===== config.mk =====
export PLATFORM = sky130hd
export DESIGN_NAME = ref_row_loader_flat
export DESIGN_NICKNAME = d
export VERILOG_FILES = /design/src/rtl/me_pkg.sv /design/src/rtl/ref_row_loader_if.sv /design/src/rtl/row_pingpong_buf.sv /design/src/rtl/ref_row_loader.sv /design/src/flat_wrapper.sv
export SDC_FILE = /design/constraint.sdc
export NUM_CORES = 1
export LEC_CHECK = 0
export CORE_MARGIN = 5
export CORE_UTILIZATION = 33
export CTS_CLUSTER_DIAMETER = 30
export CTS_CLUSTER_SIZE = 24
export DETAILED_ROUTE_END_ITERATION = 8
export PLACE_DENSITY_LB_ADDON = 0.1
export SYNTH_ARGS = -nofsm -noshare
export SYNTH_HDL_FRONTEND = slang
export SYNTH_HIERARCHICAL = 1
export SYNTH_SLANG_ARGS = --single-unit

===== constraint.sdc =====
create_clock -name clk_i -period 3.5 [get_ports clk_i]
set_input_delay 0.525 -clock clk_i [delete_from_list [all_inputs] [get_ports clk_i]]
set_output_delay 0.525 -clock clk_i [all_outputs]
set_load 0.005 [all_outputs]

===== src/rtl/me_pkg.sv =====
// ---------------------------------------------------------------------------
// me_pkg
// Shared constants and types for the ME search-window row loader.
//   PIX_WIDTH       : bits per pixel
//   IN_WIDTH        : memory beat width (8 pixels)
//   OUTPUT_WIDTH    : row head width (pixels 0..15)
//   STAGE_OUT_WIDTH : row tail width (pixels 16..22)
//   BEATS_PER_ROW   : beats assembled into one row
//   PIX_PER_ROW     : pixels kept per row (pixel 23 of the last beat is dropped)
//   wr_state_e      : write FSM state; the encoding doubles as the beat index
// ---------------------------------------------------------------------------
package me_pkg;

    localparam int PIX_WIDTH       = 8;
    localparam int BEAT_PIX        = 8;
    localparam int HEAD_PIX        = 16;
    localparam int BEATS_PER_ROW   = 3;
    localparam int PIX_PER_ROW     = 23;

    localparam int IN_WIDTH        = BEAT_PIX * PIX_WIDTH;
    localparam int OUTPUT_WIDTH    = HEAD_PIX * PIX_WIDTH;
    localparam int STAGE_OUT_WIDTH = (PIX_PER_ROW - HEAD_PIX) * PIX_WIDTH;
    localparam int ROW_STORE_WIDTH = PIX_PER_ROW * PIX_WIDTH;
    localparam int ERR_CNT_WIDTH   = 8;

    typedef enum logic [1:0] {
        W_B0 = 2'd0,
        W_B1 = 2'd1,
        W_B2 = 2'd2
    } wr_state_e;

endpackage


===== src/rtl/ref_row_loader_if.sv =====
// ---------------------------------------------------------------------------
// ref_row_loader_if
// Beat input and row output handshakes of ref_row_loader.
//   in_data_i   : pixel beat, pixel k at [8k+7:8k]
//   in_valid_i  : beat valid
//   in_sof_i    : beat is the first beat of a row
//   in_ready_o  : loader can accept a beat
//   data_out0   : row pixels 0..15, pixel 0 at [7:0]
//   data_out1   : row pixels 16..22, pixel 16 at [7:0]
//   out_valid_o : complete row presented
//   out_ready_i : consumer takes the row
// Modports: master = producer/consumer side, slave = loader side.
// ---------------------------------------------------------------------------
interface ref_row_loader_if;
    import me_pkg::*;

    logic [IN_WIDTH-1:0]        in_data_i;
    logic                       in_valid_i;
    logic                       in_sof_i;
    logic                       in_ready_o;
    logic [OUTPUT_WIDTH-1:0]    data_out0;
    logic [STAGE_OUT_WIDTH-1:0] data_out1;
    logic                       out_valid_o;
    logic                       out_ready_i;

    modport master (
        output in_data_i, in_valid_i, in_sof_i, out_ready_i,
        input  in_ready_o, data_out0, data_out1, out_valid_o
    );

    modport slave (
        input  in_data_i, in_valid_i, in_sof_i, out_ready_i,
        output in_ready_o, data_out0, data_out1, out_valid_o
    );

endinterface


===== src/rtl/row_pingpong_buf.sv =====
// ---------------------------------------------------------------------------
// row_pingpong_buf
// Two-row ping-pong buffer: beats are written into the bank under the write
// pointer, the bank under the read pointer drives the outputs.
//   clk_i, rst_i : clock, synchronous active-high reset
//   i_wr_en      : write beat i_wr_data at beat slot i_wr_beat
//   i_wr_beat    : beat slot 0..2
//   i_wr_data    : beat data
//   i_wr_last    : this write completes the row (mark bank full, advance)
//   i_rd_pop     : consumer takes the presented row
//   o_wr_ok      : fewer than two rows held
//   o_rd_valid   : at least one row held
//   o_head       : pixels 0..15 of the read bank
//   o_tail       : pixels 16..22 of the read bank
// ---------------------------------------------------------------------------
module row_pingpong_buf
    import me_pkg::*;
(
    input  logic                       clk_i,
    input  logic                       rst_i,
    input  logic                       i_wr_en,
    input  logic [1:0]                 i_wr_beat,
    input  logic [IN_WIDTH-1:0]        i_wr_data,
    input  logic                       i_wr_last,
    input  logic                       i_rd_pop,
    output logic                       o_wr_ok,
    output logic                       o_rd_valid,
    output logic [OUTPUT_WIDTH-1:0]    o_head,
    output logic [STAGE_OUT_WIDTH-1:0] o_tail
);

    // Pixel 23 of each row is never consumed, so banks hold 23 pixels only.
    logic [ROW_STORE_WIDTH-1:0] r_bank [2];
    logic [1:0]                 r_full;
    logic                       r_wr_ptr;
    logic                       r_rd_ptr;
    logic [1:0]                 r_count;

    logic w_wr_ok;
    logic w_push;
    logic w_pop;

    // A full bank is never overwritten, even if a caller ignores o_wr_ok.
    assign w_wr_ok = i_wr_en && !r_full[r_wr_ptr];
    assign w_push  = w_wr_ok && i_wr_last;
    assign w_pop   = i_rd_pop && (r_count != 2'd0);

    always_ff @(posedge clk_i) begin
        if (rst_i) begin
            // NOTE: the banks are reset on purpose: the outputs must read zero
            // after reset, and a mid-row reset must leave no stale pixels.
            r_bank[0] <= '0;
            r_bank[1] <= '0;
            r_full    <= '0;
            r_wr_ptr  <= 1'b0;
            r_rd_ptr  <= 1'b0;
            r_count   <= 2'd0;
        end else begin
            // NOTE: state is updated with <= so every read in this block sees
            // the pre-edge value, regardless of statement order.
            if (w_wr_ok) begin
                case (i_wr_beat)
                    2'd0:    r_bank[r_wr_ptr][IN_WIDTH-1:0]              <= i_wr_data;
                    2'd1:    r_bank[r_wr_ptr][2*IN_WIDTH-1:IN_WIDTH]     <= i_wr_data;
                    default: r_bank[r_wr_ptr][ROW_STORE_WIDTH-1:2*IN_WIDTH]
                                 <= i_wr_data[ROW_STORE_WIDTH-2*IN_WIDTH-1:0];
                endcase
            end

            // Push and pop always target different banks: push needs an empty
            // write bank, pop needs a full read bank.
            if (w_push) begin
                r_full[r_wr_ptr] <= 1'b1;
                r_wr_ptr         <= ~r_wr_ptr;
            end
            if (w_pop) begin
                r_full[r_rd_ptr] <= 1'b0;
                r_rd_ptr         <= ~r_rd_ptr;
            end

            case ({w_push, w_pop})
                2'b10:   r_count <= r_count + 2'd1;
                2'b01:   r_count <= r_count - 2'd1;
                default: r_count <= r_count;
            endcase
        end
    end

    assign o_wr_ok    = (r_count < 2'd2);
    assign o_rd_valid = (r_count != 2'd0);
    assign o_head     = r_bank[r_rd_ptr][OUTPUT_WIDTH-1:0];
    assign o_tail     = r_bank[r_rd_ptr][ROW_STORE_WIDTH-1:OUTPUT_WIDTH];

endmodule


===== src/rtl/ref_row_loader.sv =====
// ---------------------------------------------------------------------------
// ref_row_loader
// Assembles 64-bit reference pixel beats into 23-pixel rows (128-bit head +
// 56-bit tail) for the 2-to-7 shift stage, double-buffered so the next row
// loads while the current one is held.
//   clk_i     : clock, rising edge
//   rst_i     : synchronous active-high reset
//   bus       : ref_row_loader_if.slave (beat input, row output handshakes)
//   err_cnt_o : saturating resync-discard count (ROW_LOADER_ERRCNT_EN only)
// Optional feature macro: ROW_LOADER_ERRCNT_EN
// ---------------------------------------------------------------------------
module ref_row_loader
    import me_pkg::*;
(
    input  logic                     clk_i,
    input  logic                     rst_i,
    ref_row_loader_if.slave          bus
`ifdef ROW_LOADER_ERRCNT_EN
    ,
    output logic [ERR_CNT_WIDTH-1:0] err_cnt_o
`endif
);

    wr_state_e  r_state;
    wr_state_e  w_state_nxt;
    logic       w_accept;
    logic       w_resync;
    logic       w_last;
    logic [1:0] w_beat_idx;
    logic       w_buf_ready;
    logic       w_rd_valid;
    logic       w_rd_pop;

    // Ready is held low during reset so no beat slips in alongside it.
    assign bus.in_ready_o = w_buf_ready && !rst_i;
    assign w_accept       = bus.in_valid_i && bus.in_ready_o;
    assign w_rd_pop       = w_rd_valid && bus.out_ready_i;

    always_ff @(posedge clk_i) begin
        if (rst_i) begin
            r_state <= W_B0;
        end else begin
            r_state <= w_state_nxt;
        end
    end

    always_comb begin
        // NOTE: every output gets a default first so no path leaves one
        // unassigned, which would otherwise infer a latch.
        w_state_nxt = r_state;
        w_resync    = 1'b0;
        w_last      = 1'b0;
        w_beat_idx  = r_state;

        if (w_accept) begin
            if (bus.in_sof_i && (r_state != W_B0)) begin
                // Start of row mid-row: drop the partial row and restart it
                // with this beat in slot 0 of the same bank.
                w_resync    = 1'b1;
                w_beat_idx  = W_B0;
                w_state_nxt = W_B1;
            end else begin
                case (r_state)
                    W_B0:    w_state_nxt = W_B1;
                    W_B1:    w_state_nxt = W_B2;
                    W_B2: begin
                        w_state_nxt = W_B0;
                        w_last      = 1'b1;
                    end
                    default: w_state_nxt = W_B0;
                endcase
            end
        end
    end

    row_pingpong_buf u_buf (
        .clk_i      (clk_i),
        .rst_i      (rst_i),
        .i_wr_en    (w_accept),
        .i_wr_beat  (w_beat_idx),
        .i_wr_data  (bus.in_data_i),
        .i_wr_last  (w_last),
        .i_rd_pop   (w_rd_pop),
        .o_wr_ok    (w_buf_ready),
        .o_rd_valid (w_rd_valid),
        .o_head     (bus.data_out0),
        .o_tail     (bus.data_out1)
    );

    assign bus.out_valid_o = w_rd_valid;

`ifdef ROW_LOADER_ERRCNT_EN
    logic [ERR_CNT_WIDTH-1:0] r_err_cnt;

    always_ff @(posedge clk_i) begin
        if (rst_i) begin
            r_err_cnt <= '0;
        end else if (w_resync && (r_err_cnt != {ERR_CNT_WIDTH{1'b1}})) begin
            r_err_cnt <= r_err_cnt + 1'b1;
        end
    end

    assign err_cnt_o = r_err_cnt;
`endif

endmodule


===== src/flat_wrapper.sv =====
// flat-port wrapper written by rule: the top's interface ports become plain ports
module ref_row_loader_flat import me_pkg::*;
  (clk_i, rst_i, bus_in_data_i, bus_in_valid_i, bus_in_sof_i, bus_out_ready_i, bus_in_ready_o, bus_data_out0, bus_data_out1, bus_out_valid_o);
  ref_row_loader_if bus_i ();
  input  logic clk_i;
  input  logic rst_i;
  input wire logic [$bits(bus_i.in_data_i)-1:0] bus_in_data_i;
  input wire logic [$bits(bus_i.in_valid_i)-1:0] bus_in_valid_i;
  input wire logic [$bits(bus_i.in_sof_i)-1:0] bus_in_sof_i;
  input wire logic [$bits(bus_i.out_ready_i)-1:0] bus_out_ready_i;
  output wire logic [$bits(bus_i.in_ready_o)-1:0] bus_in_ready_o;
  output wire logic [$bits(bus_i.data_out0)-1:0] bus_data_out0;
  output wire logic [$bits(bus_i.data_out1)-1:0] bus_data_out1;
  output wire logic [$bits(bus_i.out_valid_o)-1:0] bus_out_valid_o;
  assign bus_i.in_data_i = bus_in_data_i;
  assign bus_i.in_valid_i = bus_in_valid_i;
  assign bus_i.in_sof_i = bus_in_sof_i;
  assign bus_i.out_ready_i = bus_out_ready_i;
  assign bus_in_ready_o = bus_i.in_ready_o;
  assign bus_data_out0 = bus_i.data_out0;
  assign bus_data_out1 = bus_i.data_out1;
  assign bus_out_valid_o = bus_i.out_valid_o;
  ref_row_loader u_core (.clk_i(clk_i), .rst_i(rst_i), .bus(bus_i));
endmodule

### Word level (Yosys, flattened, before mapping)

Memory sizes are Yosys's and may differ from the RTL's. A register that Yosys moved wholly into a read port is not among the register bits.
Cells that the tools add are included.

* bits in registers: 8
* bits in latches: 0
* bits in writable memories: 368
* memory bits (read-only): 0
* output and inout port bits: 186
* logic and storage cells: 77
* memories: 1

* $add $sub $neg: 2
* $mul: 0
* divide/modulo/power cells: 0
* magnitude comparators: 5
* eq/ne operators: 5
* shift-type cells: 0
* muxes and demuxes: 36
* bitwise gates (word level): 5
* reduce and logical (&&, ||, !) cells: 18

Memories
* u_core.u_buf.r_bank: depth 2, width 184, rd ports 1, clocked after memory_dff 1, wr ports 2, line row_pingpong_buf.sv:33 `logic [ROW_STORE_WIDTH-1:0] r_bank [2];`

Operator list (number)
* $mux 184: 1
* $reduce_or 184->1: 1
* $mux 1: 24
* $mux 2: 6
* $logic_and 1x1->1: 9
* $pmux 2 s2: 2
* $eq 2x1->1 const B: 3
* $reduce_bool 2->1: 3
* $eq 2x2->1 const B: 2
* $logic_not 2->1: 2
* $lt 1x2->1 const B: 2
* $mux 3: 1
* $add 2x1->2 const B: 1
* $and 2x2->2: 1
* $demux 1 s1: 2
* $ge 1x1->1 const B: 2
* $logic_not 1->1: 2
* $lt 2x2->1 const B: 1
* $not 1->1: 2
* $not 2->2: 1
* $or 2x2->2: 1
* $reduce_or 2->1: 1
* $sub 2x1->2 const B: 1

### Longest topological paths before layout

Gate-level depths: netlist of run 1.

* depth after elaboration: 12
* depth in mapped cells: 8

### Cells and area by module

The synthesis of run 1 kept the hierarchy.

By module, submodules not included
* row_pingpong_buf: instances 1, cells an instance 1029, area an instance 16129.2 µm²
* ref_row_loader: instances 1, cells an instance 17, area an instance 151.4 µm²

### Worst setup path before layout of run 1

Ideal clock, no wire load.

* kind: in2reg
* from: input port rst_i
* to: memory u_core/u_buf/r_bank[0][0] (netlist bit) (enable)
* data arrival time: 2579 ps
* setup slack: 527 ps
* stages on the path: 6
* cells stage by stage: nand4b_1 > and2_2 > or4b_4 > nor3_2 > buf_4 > or2_2

RTL lines
* start, declared: line flat_wrapper.sv:6 `input logic rst_i;`
* end, declared: line row_pingpong_buf.sv:33

==> run summary, run 1 <==
area growth from synthesis to layout: 39.8%
most common cell after layout, fill and taps aside: and2_1
Hold/Removal Path Class: reg -> reg
Final nets: 1431
Worst Tran Pin Value: 0.816 ns
Synth cell types: 41
# fillers: 4425
clk sink count: 377
antenna viol nets, final: 0
number of buffers created by CTS: 94
Net Switching: 2.85 mW
FF/Latch Area: 11200 sq um
area of the multi-input gates: 4790 sq um
Worst Path Class, Setup: reg -> out
critical path peak fanout: 63
PwrDens: 611 nW/um^2
total number of vias: 9503
most frequent cells in the layout: and2_1, edfxtp_1, clkdlybuf4s50_1
Post-CTS Resized: 0
first-pass GRT wire length: 64.6 mm
CP Data Arrival Time: 2.53 ns
DRT Pass-1 Iters: 5
period utilization: 87.3%
Synth Area per Inst: 15.6 sq um
Net Sw Frac: 20.5%
antenna fix cells: 0
power share of the sequential group: 37.3%
post-synthesis sequential area ratio: 69.0%
Max Cap Violations: 0
starting DRC count in detailed routing: 544
CP Capture Type: output pin
Max Clk Rate: 0.327 GHz
Worst slew margin: 45.6%
initial core utilization: 33.3%
Critical Path Source Type: flop
GP Congestion: 0.718
clk_lat worst skew: 0.60 ns
hpwl dp: 25.2 mm
part of the power in the clock network: 57.8%
die area: 53900 sq um
RSZ-0062 raised after global routing: no
core area: 48800 sq um
number of hold violations in the final report: 0
clk_skew: 0.0153 ns
vias per inst: 4.53
share of cells above drive strength 1: 24.9%
root cell of the clock tree: clkbuf_16
Worst EP required: 2.97 ns
# DRC: 0
R2R setup slack: 0.98 ns
Gate Count Post-Synth: 1046
ys async rst share: 0%
outcome: finished, final reports clean
Peak supply drop: 294 uV
Internal Power: 11.1 mW
top-level I/O count: 255
Post-CTS Setup Inserts: 0
Slew Viols, Final: 0
initial antenna violation count: 2
final WL: 43.5 mm
die width: 232 um
yosys warns: 6
drt wl/cell: 20.7 um
syn_nets: 1116
GRT Total Usage: 16.1%
Logic pwr share: 5.0%
Synth Register Bits: 377
Pwr Total: 13.9 mW
setup TNS: 0 ns
Pleak: 8.49 nW
chip height: 232 um
synthesized area: 16300 sq um
maximum buffer depth of the clock tree: 3
crit path time final: 3.05 ns
total grt overflow: 0
CTS tree: yes
largest net degree at the start of global routing: 65
Worst-path clk slew: 0.04 ns
H-Tree Depth: 3
Hold-fix buffers, CTS: 0
row count: 81
count of flip-flops with a built-in enable after synthesis: 368
vias in the first global route: 10400
Port Buf Inserts: 254
# setup viols final: 0
Post-synth top flop: edfxtp_1
-- routing by layer --
layer / GRT usage [%] / wire [um] / vias up
met5: 0 / 0 / -
met4: 5.08 / 664 / 0
met3: 3.74 / 2280 / 45
met2: 27.0 / 21500 / 240
met1: 20.7 / 19100 / 4815
li1: - / - / 4403
-- power groups by stage --
stage / Sequential (mW) / Clock (mW) / Combinational (mW)
floorplan: 5.25 / 0 / 0.222
global placement: 5.25 / 0 / 0.714
detailed placement: 5.26 / 0 / 0.714
CTS: 5.19 / 8.22 / 0.720
global route: 5.20 / 8.47 / 0.749
finish: 5.19 / 8.04 / 0.694
-- logic make-up (layout without fill, tap and decap cells) --
| kind of cell | after synthesis | after routing | share of synthesized area (%) |
|---|---|---|---|
| flip-flops | 377 | 377 | 69.0 |
| multiplexers | 185 | 185 | 12.8 |
| adder cells (fa/ha/maj) | 1 | 1 | 0.0768 |
| AND/OR/NAND/NOR | 403 | 403 | 15.5 |
| buffers and inverters | 64 | 450 | 1.92 |
| XOR/XNOR | 3 | 3 | 0.161 |
| AO/OA/AOI/OAI | 13 | 13 | 0.538 |
-- sequential cells by signal, indices dropped and copies added, names as in the netlist, named ones only --
name and flops:
u_core/r_state 2, u_core/u_buf/r_bank 368, u_core/u_buf/r_rd_ptr 1, u_core/u_buf/r_full 2, u_core/u_buf/r_count 2, u_core/u_buf/r_wr_ptr 1
-- Yosys cell counts, types with 2 or more instances --
library cell / n / share of area [%]
clkbuf_1: 31 / 0.71
o21ai_0: 3 / 0.092
edfxtp_1: 368 / 68
a21oi_1: 3 / 0.092
nor2_1: 6 / 0.14
and2_1: 370 / 14
dfxtp_1: 9 / 1.1
xnor2_1: 2 / 0.11
mux2_2: 184 / 13
clkbuf_2: 5 / 0.15
buf_2: 17 / 0.52
inv_1: 2 / 0.046
or2_2: 7 / 0.27
nor3_1: 2 / 0.061
nand2_1: 2 / 0.046
a211oi_1: 2 / 0.092
buf_6: 5 / 0.35
or3_1: 2 / 0.077
o21ba_2: 2 / 0.12
buf_1: 2 / 0.046
buf_4: 2 / 0.092
-- stage by stage --
step	hold slack [ns]	setup slack [ns]	std cells	util, %	area [sq um]
after floorplan	0.454	0.527	1046	-	16300
after global placement	0.474	0.280	1929	40.5	19800
after detailed placement	0.477	0.250	1929	40.5	19800
after CTS	0.483	0.360	2096	46.6	22800
after global routing	0.501	0.325	2096	46.6	22800
final	0.483	0.446	2096	46.6	22800
-- cell type report --
| type | count | area share, % |
|---|---|---|
| Inverter | 2 | 0.0330 |
| Clock buffer | 112 | 10.8 |
| Multi-Input combinational cell | 605 | 21.0 |
| Sequential cell | 377 | 49.3 |
| Tap cell | 664 | 3.65 |
| Clock inverter | 55 | 2.40 |
| Timing Repair Buffer | 281 | 12.8 |
-- worst max-delay path: stages (launching register included) --
cell	delay (ns)
dfxtp_4	0.58
buf_12	0.36
mux2_2	0.43
clkdlybuf4s50_1	0.46
-- final timing paths --
kind                                start                         end  depth (start not counted)
hold reg to reg     u_core/u_buf/r_rd_ptr      u_core/u_buf/r_full[0]                          2
hold / removal      u_core/u_buf/r_rd_ptr      u_core/u_buf/r_full[0]                          2
setup / recovery                     flop           bus_data_out0[30]                          3
setup reg to reg  u_core/u_buf/r_count[1]  u_core/u_buf/r_bank[0][24]                          7
Power figures use the tool's default switching activity.
==> inputs of run 2 (changes only) <==
--- a/config.mk
+++ b/config.mk
@@ -11,6 +11,7 @@
 export CTS_CLUSTER_SIZE = 24
 export DETAILED_ROUTE_END_ITERATION = 8
 export PLACE_DENSITY_LB_ADDON = 0.1
+export SETUP_SLACK_MARGIN = 0.1
 export SYNTH_ARGS = -nofsm -noshare
 export SYNTH_HDL_FRONTEND = slang
 export SYNTH_HIERARCHICAL = 1
==> results of run 2 <==
Final layout, timing and power as in run 1 (identical DEF).
==> inputs of run 3 (changes only) <==
--- a/config.mk
+++ b/config.mk
@@ -11,7 +11,6 @@
 export CTS_CLUSTER_SIZE = 24
 export DETAILED_ROUTE_END_ITERATION = 8
 export PLACE_DENSITY_LB_ADDON = 0.1
-export SETUP_SLACK_MARGIN = 0.1
 export SYNTH_ARGS = -nofsm -noshare
 export SYNTH_HDL_FRONTEND = slang
 export SYNTH_HIERARCHICAL = 1
==> results of run 3 <==
Final layout, timing and power as in run 1 (identical DEF).
